--- src/rtl/uart_pkg.sv ---
// Shared definitions for the UART transmit scheduler: FSM encoding and
// default sizing constants.
package uart_pkg;

    typedef enum logic [1:0] {
        ST_ARB       = 2'd0,
        ST_ISSUE     = 2'd1,
        ST_WAIT_BUSY = 2'd2,
        ST_WAIT_DONE = 2'd3
    } sched_state_e;

    localparam int DEF_NUM_REQ      = 4;
    localparam int DEF_PAYLOAD_BITS = 8;
    localparam int DEF_BUSY_TIMEOUT = 15;

endpackage : uart_pkg

--- src/rtl/uart_tx_sched_rr_arbiter.sv ---
// Combinational round-robin arbiter with owner lock: while locked only the
// owner may win, otherwise the search starts at ptr and wraps.
module rr_arbiter #(
    parameter int N = 4
) (
    input  logic [N-1:0]         req,
    input  logic [$clog2(N)-1:0] ptr,
    input  logic                 lock,
    input  logic [$clog2(N)-1:0] owner,
    output logic [N-1:0]         gnt,
    output logic [$clog2(N)-1:0] gnt_idx,
    output logic                 gnt_vld
);

    localparam int IW = $clog2(N);

    logic [IW:0]   sum_s;
    logic [IW-1:0] cand_s;
    logic          hit_s;

    // Pick the owner when locked, else the first requester at or after ptr.
    always_comb begin
        gnt     = '0;
        gnt_idx = '0;
        gnt_vld = 1'b0;
        sum_s   = '0;
        cand_s  = '0;
        hit_s   = 1'b0;
        if (lock) begin
            gnt[owner] = req[owner];
            gnt_idx    = owner;
            gnt_vld    = req[owner];
        end else begin
            for (int k = 0; k < N; k++) begin
                sum_s   = {1'b0, ptr} + (IW+1)'(k);
                sum_s   = (sum_s >= (IW+1)'(N)) ? (sum_s - (IW+1)'(N)) : sum_s;
                cand_s  = sum_s[IW-1:0];
                hit_s   = !gnt_vld && req[cand_s];
                gnt[cand_s] = gnt[cand_s] | hit_s;
                gnt_idx = hit_s ? cand_s : gnt_idx;
                gnt_vld = gnt_vld | hit_s;
            end
        end
    end

endmodule : rr_arbiter

--- src/rtl/uart_tx_sched.sv ---
// Schedules bytes from several requesters onto one UART transmitter, keeping
// multi-byte messages atomic and recovering if the transmitter never goes busy.
module uart_tx_sched
    import uart_pkg::*;
#(
    parameter int NUM_REQ      = DEF_NUM_REQ,
    parameter int PAYLOAD_BITS = DEF_PAYLOAD_BITS,
    parameter int BUSY_TIMEOUT = DEF_BUSY_TIMEOUT
) (
    input  logic                            clk,
    input  logic                            rst,
    input  logic [NUM_REQ-1:0]              req_valid,
    input  logic [NUM_REQ*PAYLOAD_BITS-1:0] req_data,
    input  logic [NUM_REQ-1:0]              req_last,
    output logic [NUM_REQ-1:0]              req_ready,
    output logic                            uart_tx_en,
    output logic [PAYLOAD_BITS-1:0]         uart_tx_data,
    input  logic                            uart_tx_busy,
    output logic [$clog2(NUM_REQ)-1:0]      grant_id,
    output logic                            grant_lock,
    output logic                            err_timeout
);

    localparam int IW = $clog2(NUM_REQ);
    localparam int CW = $clog2(BUSY_TIMEOUT + 1);

    sched_state_e            state_r;
    logic [IW-1:0]           rr_ptr_r;
    logic [CW-1:0]           wait_cnt_r;
    logic                    last_r;

    logic [NUM_REQ-1:0]      gnt_s;
    logic [IW-1:0]           gnt_idx_s;
    logic                    gnt_vld_s;
    logic                    accept_s;
    logic [PAYLOAD_BITS-1:0] sel_data_s;
    logic                    sel_last_s;
    logic [IW-1:0]           next_ptr_s;

    rr_arbiter #(
        .N (NUM_REQ)
    ) u_arb (
        .req     (req_valid),
        .ptr     (rr_ptr_r),
        .lock    (grant_lock),
        .owner   (grant_id),
        .gnt     (gnt_s),
        .gnt_idx (gnt_idx_s),
        .gnt_vld (gnt_vld_s)
    );

    // Mealy handshake: ready only while arbitrating, out of reset and with the transmitter free.
    always_comb begin
        accept_s   = (state_r == ST_ARB) && !uart_tx_busy && rst && gnt_vld_s;
        req_ready  = accept_s ? gnt_s : '0;
        sel_data_s = '0;
        sel_last_s = |(gnt_s & req_last);
        for (int k = 0; k < NUM_REQ; k++) begin
            sel_data_s = sel_data_s | (req_data[k*PAYLOAD_BITS +: PAYLOAD_BITS] & {PAYLOAD_BITS{gnt_s[k]}});
        end
        next_ptr_s = (grant_id == IW'(NUM_REQ - 1)) ? '0 : (grant_id + IW'(1));
    end

    // Scheduler FSM with registered strobe, data, owner and status outputs.
    always_ff @(posedge clk) begin
        if (!rst) begin
            state_r      <= ST_ARB;
            rr_ptr_r     <= '0;
            grant_id     <= '0;
            grant_lock   <= 1'b0;
            wait_cnt_r   <= '0;
            uart_tx_en   <= 1'b0;
            uart_tx_data <= '0;
            err_timeout  <= 1'b0;
            last_r       <= 1'b0;
        end else begin
            uart_tx_en  <= 1'b0;
            err_timeout <= 1'b0;
            case (state_r)
                ST_ARB: begin
                    if (accept_s) begin
                        uart_tx_data <= sel_data_s;
                        last_r       <= sel_last_s;
                        grant_id     <= gnt_idx_s;
                        uart_tx_en   <= 1'b1;
                        state_r      <= ST_ISSUE;
                    end else begin
                        state_r <= ST_ARB;
                    end
                end
                ST_ISSUE: begin
                    wait_cnt_r <= '0;
                    state_r    <= ST_WAIT_BUSY;
                end
                ST_WAIT_BUSY: begin
                    if (uart_tx_busy) begin
                        state_r <= ST_WAIT_DONE;
                    end else if (wait_cnt_r == CW'(BUSY_TIMEOUT)) begin
                        // Transmitter never acknowledged: drop the message and move on.
                        err_timeout <= 1'b1;
                        grant_lock  <= 1'b0;
                        rr_ptr_r    <= next_ptr_s;
                        state_r     <= ST_ARB;
                    end else begin
                        wait_cnt_r <= wait_cnt_r + CW'(1);
                    end
                end
                ST_WAIT_DONE: begin
                    if (!uart_tx_busy) begin
                        if (last_r) begin
                            grant_lock <= 1'b0;
                            rr_ptr_r   <= next_ptr_s;
                        end else begin
                            grant_lock <= 1'b1;
                        end
                        state_r <= ST_ARB;
                    end else begin
                        state_r <= ST_WAIT_DONE;
                    end
                end
                default: begin
                    state_r <= ST_ARB;
                end
            endcase
        end
    end

endmodule : uart_tx_sched
--- config.mk ---
export PLATFORM = sky130hd
export DESIGN_NAME = uart_tx_sched
export DESIGN_NICKNAME = d
export VERILOG_FILES = /design/src/rtl/uart_pkg.sv /design/src/rtl/uart_tx_sched_rr_arbiter.sv /design/src/rtl/uart_tx_sched.sv
export SDC_FILE = /design/constraint.sdc
export NUM_CORES = 1
export LEC_CHECK = 0
export BUFFER_PORTS_ARGS = -buffer_cell sky130_fd_sc_hd__clkbuf_2
export CAP_MARGIN = 10
export CORE_MARGIN = 3
export CORE_UTILIZATION = 56
export DETAILED_ROUTE_END_ITERATION = 6
export PLACE_DENSITY = 0.86
export SYNTH_ARGS = -nofsm -noshare
export SYNTH_HDL_FRONTEND = slang
export SYNTH_HIERARCHICAL = 1
export SYNTH_SLANG_ARGS = --single-unit
--- constraint.sdc ---
create_clock -name clk -period 10.64 [get_ports clk]
set_input_delay 1.596 -clock clk [delete_from_list [all_inputs] [get_ports clk]]
set_output_delay 1.596 -clock clk [all_outputs]
set_load 0.005 [all_outputs]
==> tab_implementation.tex, run 1 <==
\begin{tabular}{lr}
\hline
Metric & Value \\
\hline
\multicolumn{2}{l}{\textbf{Status}} \\
Status & finished, final reports clean \\
\multicolumn{2}{l}{\textbf{Placed design}} \\
HPWL reported at the end of detailed placement & 4000 µm \\
Area after DPL & 2300 µm² \\
Buffers added on ports & 59 \\
Gp weighted congestion & 0.916 \\
\multicolumn{2}{l}{\textbf{Drt}} \\
WL per Instance & 17.0 µm \\
Vias after detailed routing & 2112 \\
Overall routed net length & 5590 µm \\
Via density per instance & 6.44 \\
Drt initial violations & 223 \\
Post-route antenna net violation count & 0 \\
Number of detailed-route iterations in the first pass & 4 \\
Post-detailed-route DRC marker count & 0 \\
\multicolumn{2}{l}{\textbf{STA}} \\
Final period demand of the worst path & 6.37 ns \\
Fmax & 157 MHz \\
Max-slew violation count & 0 \\
Share of the clock period used by the worst path & 59.9\% \\
RSZ-0062 raised after global routing & no \\
Endpoints failing hold & 0 \\
Final TNS setup & 0 ns \\
Worst slew margin & 40.8\% \\
Number of endpoints failing setup at the final stage & 0 \\
Pin slew with the least headroom to its limit & 0.887 ns \\
Final Skew & 0.00489 ns \\
\multicolumn{2}{l}{\textbf{Worst setup path}} \\
Type of element launching the critical path & register \\
Data required time of the critical path & 9.04 ns \\
Arrival time reported for the critical path endpoint & 4.77 ns \\
Highest net fanout along the worst path & 23 \\
Sort of element at the end of the critical path & output port \\
CP Class & register to output port \\
\multicolumn{2}{l}{\textbf{Job}} \\
Max cap viols & 0 \\
\multicolumn{2}{l}{\textbf{Global route}} \\
Number of global-route vias before repair & 1985 \\
Number of antenna violations at the first check in global routing & 0 \\
Grt total ovfl & 0 \\
Overall routing resource usage & 26.2\% \\
Wire length of the first global-routing pass & 9130 µm \\
Maximum number of pins on one net before global-route repair & 24 \\
\multicolumn{2}{l}{\textbf{Yosys}} \\
Mean instance size in the synthesized netlist & 8.54 µm² \\
Syn nets & 285 \\
Post-synth design cell area & 2020 µm² \\
Prevailing post-synth register cell & sky130\_fd\_sc\_hd\_\_dfxtp\_1 \\
YS warnings & 6 \\
Async set or reset register ratio after synthesis & 0\% \\
Post-synthesis sequential element count & 22 \\
Post-synth EDFFs & 0 \\
Share of the yosys chip area belonging to registers & 21.8\% \\
Post-synthesis instance total & 236 \\
Distinct cells, synth & 60 \\
\multicolumn{2}{l}{\textbf{Power}} \\
Net switching component of the power & 0.0000580 W \\
Share of total power in combinational logic & 26.8\% \\
Internal portion of total power & 0.000131 W \\
Relative contribution of the clock network to total power & 25.6\% \\
Static Leak & 0.929 nW \\
Worst vdd ir & 70.1 µV \\
Switching power share of the total & 30.6\% \\
Cell area power density & 81.1 nW/µm² \\
Proportion of power drawn by flip-flops and latches & 47.5\% \\
\multicolumn{2}{l}{\textbf{Floorplan}} \\
Site Rows & 21 \\
Die span in x & 66.0 µm \\
Die H & 66.0 µm \\
I/O pin total & 60 \\
Initial standard-cell utilization of the core & 59.5\% \\
DIE AREA & 4360 µm² \\
Area of the core region & 3390 µm² \\
\multicolumn{2}{l}{\textbf{CTS}} \\
Number of buffers added by the clock tree synthesis step & 3 \\
CTS tree & done \\
Buffers inserted during post-CTS setup optimization & 0 \\
Clock-pin slew of the registers on the worst-case setup and hold paths & 0.13 ns \\
CTS resizes & 0 \\
Deepest level of the CTS H-tree & 1 \\
Hold Buf Count CTS & 0 \\
Insertion delay to the later sink of the worst-skew pair & 0.31 ns \\
Cell at the root of the clock tree & sky130\_fd\_sc\_hd\_\_clkbuf\_4 \\
Deepest clock path buffer count & 2 \\
Total clock sinks & 22 \\
\multicolumn{2}{l}{\textbf{Finish}} \\
Most common cell after layout, fill and taps aside & sky130\_fd\_sc\_hd\_\_clkbuf\_2 \\
Final net count & 332 \\
Area taken by multi-input logic gates & 1410 µm² \\
Layout cells sized above 1 & 31.6\% \\
Commonest non-fill, non-tap cells in the layout & sky130\_fd\_sc\_hd\_\_clkbuf\_2 (59), sky130\_fd\_sc\_hd\_\_dfxtp\_1 (22), sky130\_fd\_sc\_hd\_\_a21oi\_1 (16) \\
Register area & 440 µm² \\
FILL cells & 275 \\
Synth-to-layout area growth & 15.8\% \\
Antenna Diode Count & 0 \\
Design area & 2330 µm² \\
\multicolumn{2}{l}{\textbf{Worst hold path}} \\
Class of the worst hold path & register to register \\
\hline
\end{tabular}
## synthesized netlist by cell type, types with 6 or more instances
| master | count | area (µm²) |
|---|---|---|
| sky130_fd_sc_hd__dfxtp_1 | 22 | 440 |
| sky130_fd_sc_hd__a21oi_1 | 16 | 80.1 |
| sky130_fd_sc_hd__nand2_1 | 13 | 48.8 |
| sky130_fd_sc_hd__a221oi_1 | 12 | 105 |
| sky130_fd_sc_hd__inv_1 | 12 | 45.0 |
| sky130_fd_sc_hd__a22o_1 | 10 | 87.6 |
| sky130_fd_sc_hd__clkbuf_1 | 10 | 37.5 |
| sky130_fd_sc_hd__a211oi_1 | 9 | 67.6 |
| sky130_fd_sc_hd__nand3_1 | 9 | 45.0 |
| sky130_fd_sc_hd__nor2_1 | 9 | 33.8 |
| sky130_fd_sc_hd__o21ai_0 | 9 | 45.0 |
| sky130_fd_sc_hd__ha_1 | 6 | 75.1 |
| sky130_fd_sc_hd__nor3_1 | 6 | 30.0 |
| sky130_fd_sc_hd__o211ai_1 | 6 | 45.0 |
## path summary, 6_finish.rpt
path                    from         endpoint  slack, ns  cells after the start
min          uart_tx_data[1]  uart_tx_data[1]       0.53                      2
max              rr_ptr_r[0]     req_ready[0]       4.27                     11
min reg2reg  uart_tx_data[1]  uart_tx_data[1]       0.53                      2
max reg2reg      rr_ptr_r[0]           last_r       5.76                     12
## state kept, by name, indices dropped and copies added (netlist names), 2 cells and up
signal,count
rr_ptr_r,2
grant_id,2
state_r,2
wait_cnt_r,4
uart_tx_data,8
## area by class of cell
cell class	instances	area share [%]
Sequential cell	22	18.9
Multi-Input combinational cell	177	60.4
Inverter	15	2.41
Tap cell	46	2.47
Timing Repair Buffer	64	14.3
Clock buffer	4	1.55
## worst max-delay path, cell delays in order (launching register included)
cell	delay, ns
sky130_fd_sc_hd__dfxtp_1	0.92
sky130_fd_sc_hd__clkinv_1	0.50
sky130_fd_sc_hd__ha_1	0.68
sky130_fd_sc_hd__mux4_2	0.56
sky130_fd_sc_hd__mux2_2	0.35
sky130_fd_sc_hd__a31oi_4	0.24
sky130_fd_sc_hd__o21ai_2	0.12
sky130_fd_sc_hd__o41ai_2	0.50
sky130_fd_sc_hd__o41ai_1	0.12
sky130_fd_sc_hd__buf_4	0.19
sky130_fd_sc_hd__and3_1	0.17
sky130_fd_sc_hd__clkbuf_2	0.11
## stage by stage
step / setup WS, ns / cells / utilization, % / hold WS [ns] / total power (W)
floorplan: 5.13 / 236 / - / 0.469 / 0.000123
global placement: 4.83 / 324 / 67.8 / 0.495 / 0.000141
detailed placement: 4.74 / 324 / 67.8 / 0.509 / 0.000142
CTS: 4.37 / 328 / 68.9 / 0.533 / 0.000189
global route: 3.95 / 328 / 68.9 / 0.560 / 0.000198
finish: 4.27 / 328 / 68.9 / 0.533 / 0.000189
## metal layers
layer	routed length [µm]	up-vias	GRT usage, %
met4	0	0	2.54
met3	385	0	3.91
met2	2740	90	46.7
li1	-	1036	-
met5	0	-	0
met1	2470	986	34.6
## power groups by stage
stage | Clock, W | Sequential [W] | Combinational, W
final | 0.0000485 | 0.0000900 | 0.0000508
after global routing | 0.0000511 | 0.0000907 | 0.0000563
after CTS | 0.0000493 | 0.0000899 | 0.0000502
after detailed placement | 0 | 0.0000917 | 0.0000501
after global placement | 0 | 0.0000916 | 0.0000495
after floorplan | 0 | 0.0000912 | 0.0000319
## cell families after synthesis
logic type | after synthesis | synth area share [%]
AO/OA/AOI/OAI | 97 | 38.1
AND/OR/NAND/NOR | 63 | 18.4
buffers and inverters | 37 | 8.44
flip-flops | 22 | 21.8
multiplexers | 11 | 9.50
adder cells (fa/ha/maj) | 6 | 3.72
Note: power is estimated with default switching activity, not from simulation.
==> run 2: changes to the inputs <==
CORE_UTILIZATION = 47   (was 56)
PLACE_DENSITY = 0.77   (was 0.86)
clock period = 5.4 ns   (was 10.64 ns; I/O delays follow)
==> run 2 against run 1 <==
Compared with the run above:
- global-route usage is 5.1 points lower
- clock skew is 0.0018 ns lower
- total power is 130% higher
- critical path type unchanged
- count of clock-buffer cells in the layout is 1 lower
- utilization is 10 points lower
- combinational power is 94% higher
==> tab_implementation.tex, run 2 (synthesis results as in run 1) <==
\begin{tabular}{lr}
\hline
Metric & Value \\
\hline
\multicolumn{2}{l}{\textbf{Placed design}} \\
Buffers added on ports & 59 (unchanged) \\
HPWL reported at the end of detailed placement & 3930 µm (-1.6\%) \\
Gp weighted congestion & 0.885 (-3.4\%) \\
\multicolumn{2}{l}{\textbf{Global route}} \\
Grt total ovfl & 0 (unchanged) \\
Wire length of the first global-routing pass & 9040 µm (-0.98\%) \\
Number of global-route vias before repair & 1981 (-0.20\%) \\
Overall routing resource usage & 21.1\% (-5.1 points) \\
Maximum number of pins on one net before global-route repair & 23 (-4.2\%) \\
Number of antenna violations at the first check in global routing & 0 (unchanged) \\
\multicolumn{2}{l}{\textbf{Finish}} \\
Layout cells sized above 1 & 32.0\% (+0.47 points) \\
Most common cell after layout, fill and taps aside & sky130\_fd\_sc\_hd\_\_clkbuf\_2 \\
Register area & 440 µm² (unchanged) \\
Synth-to-layout area growth & 18.2\% \\
Commonest non-fill, non-tap cells in the layout & sky130\_fd\_sc\_hd\_\_clkbuf\_2 (59), sky130\_fd\_sc\_hd\_\_dfxtp\_1 (22), sky130\_fd\_sc\_hd\_\_a21oi\_1 (16) \\
Antenna Diode Count & 0 (unchanged) \\
Final net count & 331 (-0.30\%) \\
Leading registers by flop count & uart\_tx\_data x8, wait\_cnt\_r x4 \\
Area taken by multi-input logic gates & 1430 µm² (+1.1\%) \\
End-of-flow core utilization & 58.7\% (-10 points) \\
Max FFs per register & 8 (unchanged) \\
Top register by number of flip-flops & uart\_tx\_data \\
FILL cells & 356 (+29\%) \\
\multicolumn{2}{l}{\textbf{Worst hold path}} \\
Worst Hold Launch & wait\_cnt\_r[1] \\
Cell depth of the worst min-delay path & 2 (unchanged) \\
Class of the worst hold path & register to register \\
Endpoint of the worst hold-timing path & wait\_cnt\_r[1] \\
\multicolumn{2}{l}{\textbf{Drt}} \\
Overall routed net length & 5370 µm (-3.9\%) \\
Drt initial violations & 288 (+29\%) \\
Vias after detailed routing & 2147 (+1.7\%) \\
WL per Instance & 16.2 µm (-4.8\%) \\
Post-route antenna net violation count & 0 (unchanged) \\
Via density per instance & 6.49 (+0.74\%) \\
Post-detailed-route DRC marker count & 0 (unchanged) \\
Number of detailed-route iterations in the first pass & 5 (+1) \\
\multicolumn{2}{l}{\textbf{Floorplan}} \\
Die span in x & 71.5 µm (+8.3\%) \\
Die H & 71.5 µm (+8.3\%) \\
Initial standard-cell utilization of the core & 49.7\% (-9.8 points) \\
DIE AREA & 5110 µm² (+17\%) \\
Site Rows & 23 (+9.5\%) \\
I/O pin total & 60 (unchanged) \\
Area of the core region & 4060 µm² (+20\%) \\
\multicolumn{2}{l}{\textbf{Worst setup path}} \\
WP buf/inv & 2 (-1) \\
CP max stage cell & sky130\_fd\_sc\_hd\_\_o41ai\_2 \\
Data required time of the critical path & 4.59 ns (-4.45 ns) \\
Endpoint of the worst-slack reg-to-reg timing path & last\_r \\
Highest net fanout along the worst path & 12 (-48\%) \\
CP Class & register to output port \\
Critical Path Stages & 10 (-1) \\
Reg-to-reg setup timing slack & 1.20 ns (-4.56 ns) \\
Arrival time reported for the critical path endpoint & 4.08 ns (-0.69 ns) \\
Delay of the slowest cell on the worst path & 0.73 ns (-0.19 ns) \\
Cell family with most CP delay & compound AO/OA/AOI/OAI gates \\
FF-to-FF path depth & 12 (unchanged) \\
Sort of element at the end of the critical path & output port \\
Critical R2R Launch & rr\_ptr\_r[1] \\
Type of element launching the critical path & register \\
Cells traversed along the worst timing path & inv\_1, ha\_1, mux4\_2, nor4b\_4, nor3\_2, a22oi\_2, o41ai\_2, o41ai\_2, and3\_1, clkbuf\_2 \\
Most used cell, CP & sky130\_fd\_sc\_hd\_\_o41ai\_2 \\
\multicolumn{2}{l}{\textbf{CTS}} \\
Cell at the root of the clock tree & sky130\_fd\_sc\_hd\_\_clkbuf\_8 \\
Buffers inserted during post-CTS setup optimization & 0 (unchanged) \\
CTS tree & done \\
Clock-pin slew of the registers on the worst-case setup and hold paths & 0.08 ns (-0.05 ns) \\
Hold Buf Count CTS & 0 (unchanged) \\
Deepest clock path buffer count & 2 (unchanged) \\
CTS resizes & 0 (unchanged) \\
Deepest level of the CTS H-tree & 1 (unchanged) \\
Number of buffers added by the clock tree synthesis step & 3 (unchanged) \\
Total clock sinks & 22 (unchanged) \\
Insertion delay to the later sink of the worst-skew pair & 0.26 ns (-0.05 ns) \\
\multicolumn{2}{l}{\textbf{STA}} \\
Number of endpoints failing setup at the final stage & 0 (unchanged) \\
Worst slew margin & 40.8\% (about the same) \\
Final TNS setup & 0 ns (unchanged) \\
Final period demand of the worst path & 4.89 ns \\
Pin slew with the least headroom to its limit & 0.879 ns (-0.00808 ns) \\
RSZ-0062 raised after global routing & no \\
Final Skew & 0.00306 ns (-0.00183 ns) \\
Share of the clock period used by the worst path & 90.5\% \\
Max-slew violation count & 0 (unchanged) \\
Endpoints failing hold & 0 (unchanged) \\
Fmax & 205 MHz \\
\multicolumn{2}{l}{\textbf{Power}} \\
Relative contribution of the clock network to total power & 35.8\% (+10 points) \\
Worst vdd ir & 98.3 µV (+40\%) \\
Internal portion of total power & 0.000316 W (+140\%) \\
Cell area power density & 180 nW/µm² (+120\%) \\
Proportion of power drawn by flip-flops and latches & 41.2\% (-6.3 points) \\
Share of total power in combinational logic & 23.0\% (-3.8 points) \\
Switching power share of the total & 26.5\% (-4.2 points) \\
Static Leak & 0.950 nW (+2.3\%) \\
Net switching component of the power & 0.000114 W (+96\%) \\
\multicolumn{2}{l}{\textbf{Status}} \\
Status & finished, final reports clean \\
\multicolumn{2}{l}{\textbf{Job}} \\
Max cap viols & 0 (unchanged) \\
\hline
\end{tabular}
run 2: how the worst max path moves through the flow:
| stage | end | start | slack, ns |
|---|---|---|---|
| after floorplan | req_ready[2] | rr_ptr_r[0] | 1.20 |
| after global placement | req_ready[1] | rr_ptr_r[1] | 0.91 |
| after detailed placement | req_ready[3] | rr_ptr_r[1] | 0.81 |
| after CTS | req_ready[3] | rr_ptr_r[1] | 0.51 |
| after global routing | req_ready[3] | rr_ptr_r[1] | 0.21 |
| final | req_ready[3] | rr_ptr_r[1] | 0.51 |
run 2: worst min-delay path, stage by stage (launching register included):
cell and delay, ns:
sky130_fd_sc_hd__dfxtp_1 0.33, sky130_fd_sc_hd__o211ai_1 0.08, sky130_fd_sc_hd__a21oi_1 0.07
run 2: power groups by stage:
stage / sequential, W / combinational, W / clock, W
global route: 0.000178 / 0.000109 / 0.000164
detailed placement: 0.000180 / 0.0000985 / 0
CTS: 0.000177 / 0.0000986 / 0.000157
floorplan: 0.000180 / 0.0000628 / 0
global placement: 0.000180 / 0.0000974 / 0
finish: 0.000177 / 0.0000987 / 0.000154
run 2: final cells by class:
| type | instances | area share [%] |
|---|---|---|
| multi-input combinational | 177 | 59.9 |
| sequential | 22 | 18.5 |
| timing repair buffer | 63 | 13.7 |
| tap | 50 | 2.63 |
| inverter | 15 | 2.36 |
| clock buffer | 3 | 1.73 |
| clock inverter | 1 | 1.26 |
run 2: routing by layer:
layer,wire [µm],track usage [%],up-vias,part of all wire (%)
met3,430,2.52,8,8.0
met1,2410,31.4,995,45
met2,2450,32.0,113,46
li1,-,-,1031,-
met5,0,0,-,0
met4,75,6.05,0,1.4
run 2: stage by stage:
step | cell area [µm²] | total power [W] | hold slack, ns | cells | setup slack (ns)
final | 2380 | 0.000429 | 0.523 | 331 | 0.513
after global routing | 2380 | 0.000451 | 0.534 | 331 | 0.208
after CTS | 2380 | 0.000433 | 0.517 | 331 | 0.508
after detailed placement | 2310 | 0.000279 | 0.505 | 327 | 0.808
after global placement | 2310 | 0.000278 | 0.498 | 327 | 0.907
after floorplan | 2020 | 0.000243 | 0.469 | 236 | 1.20
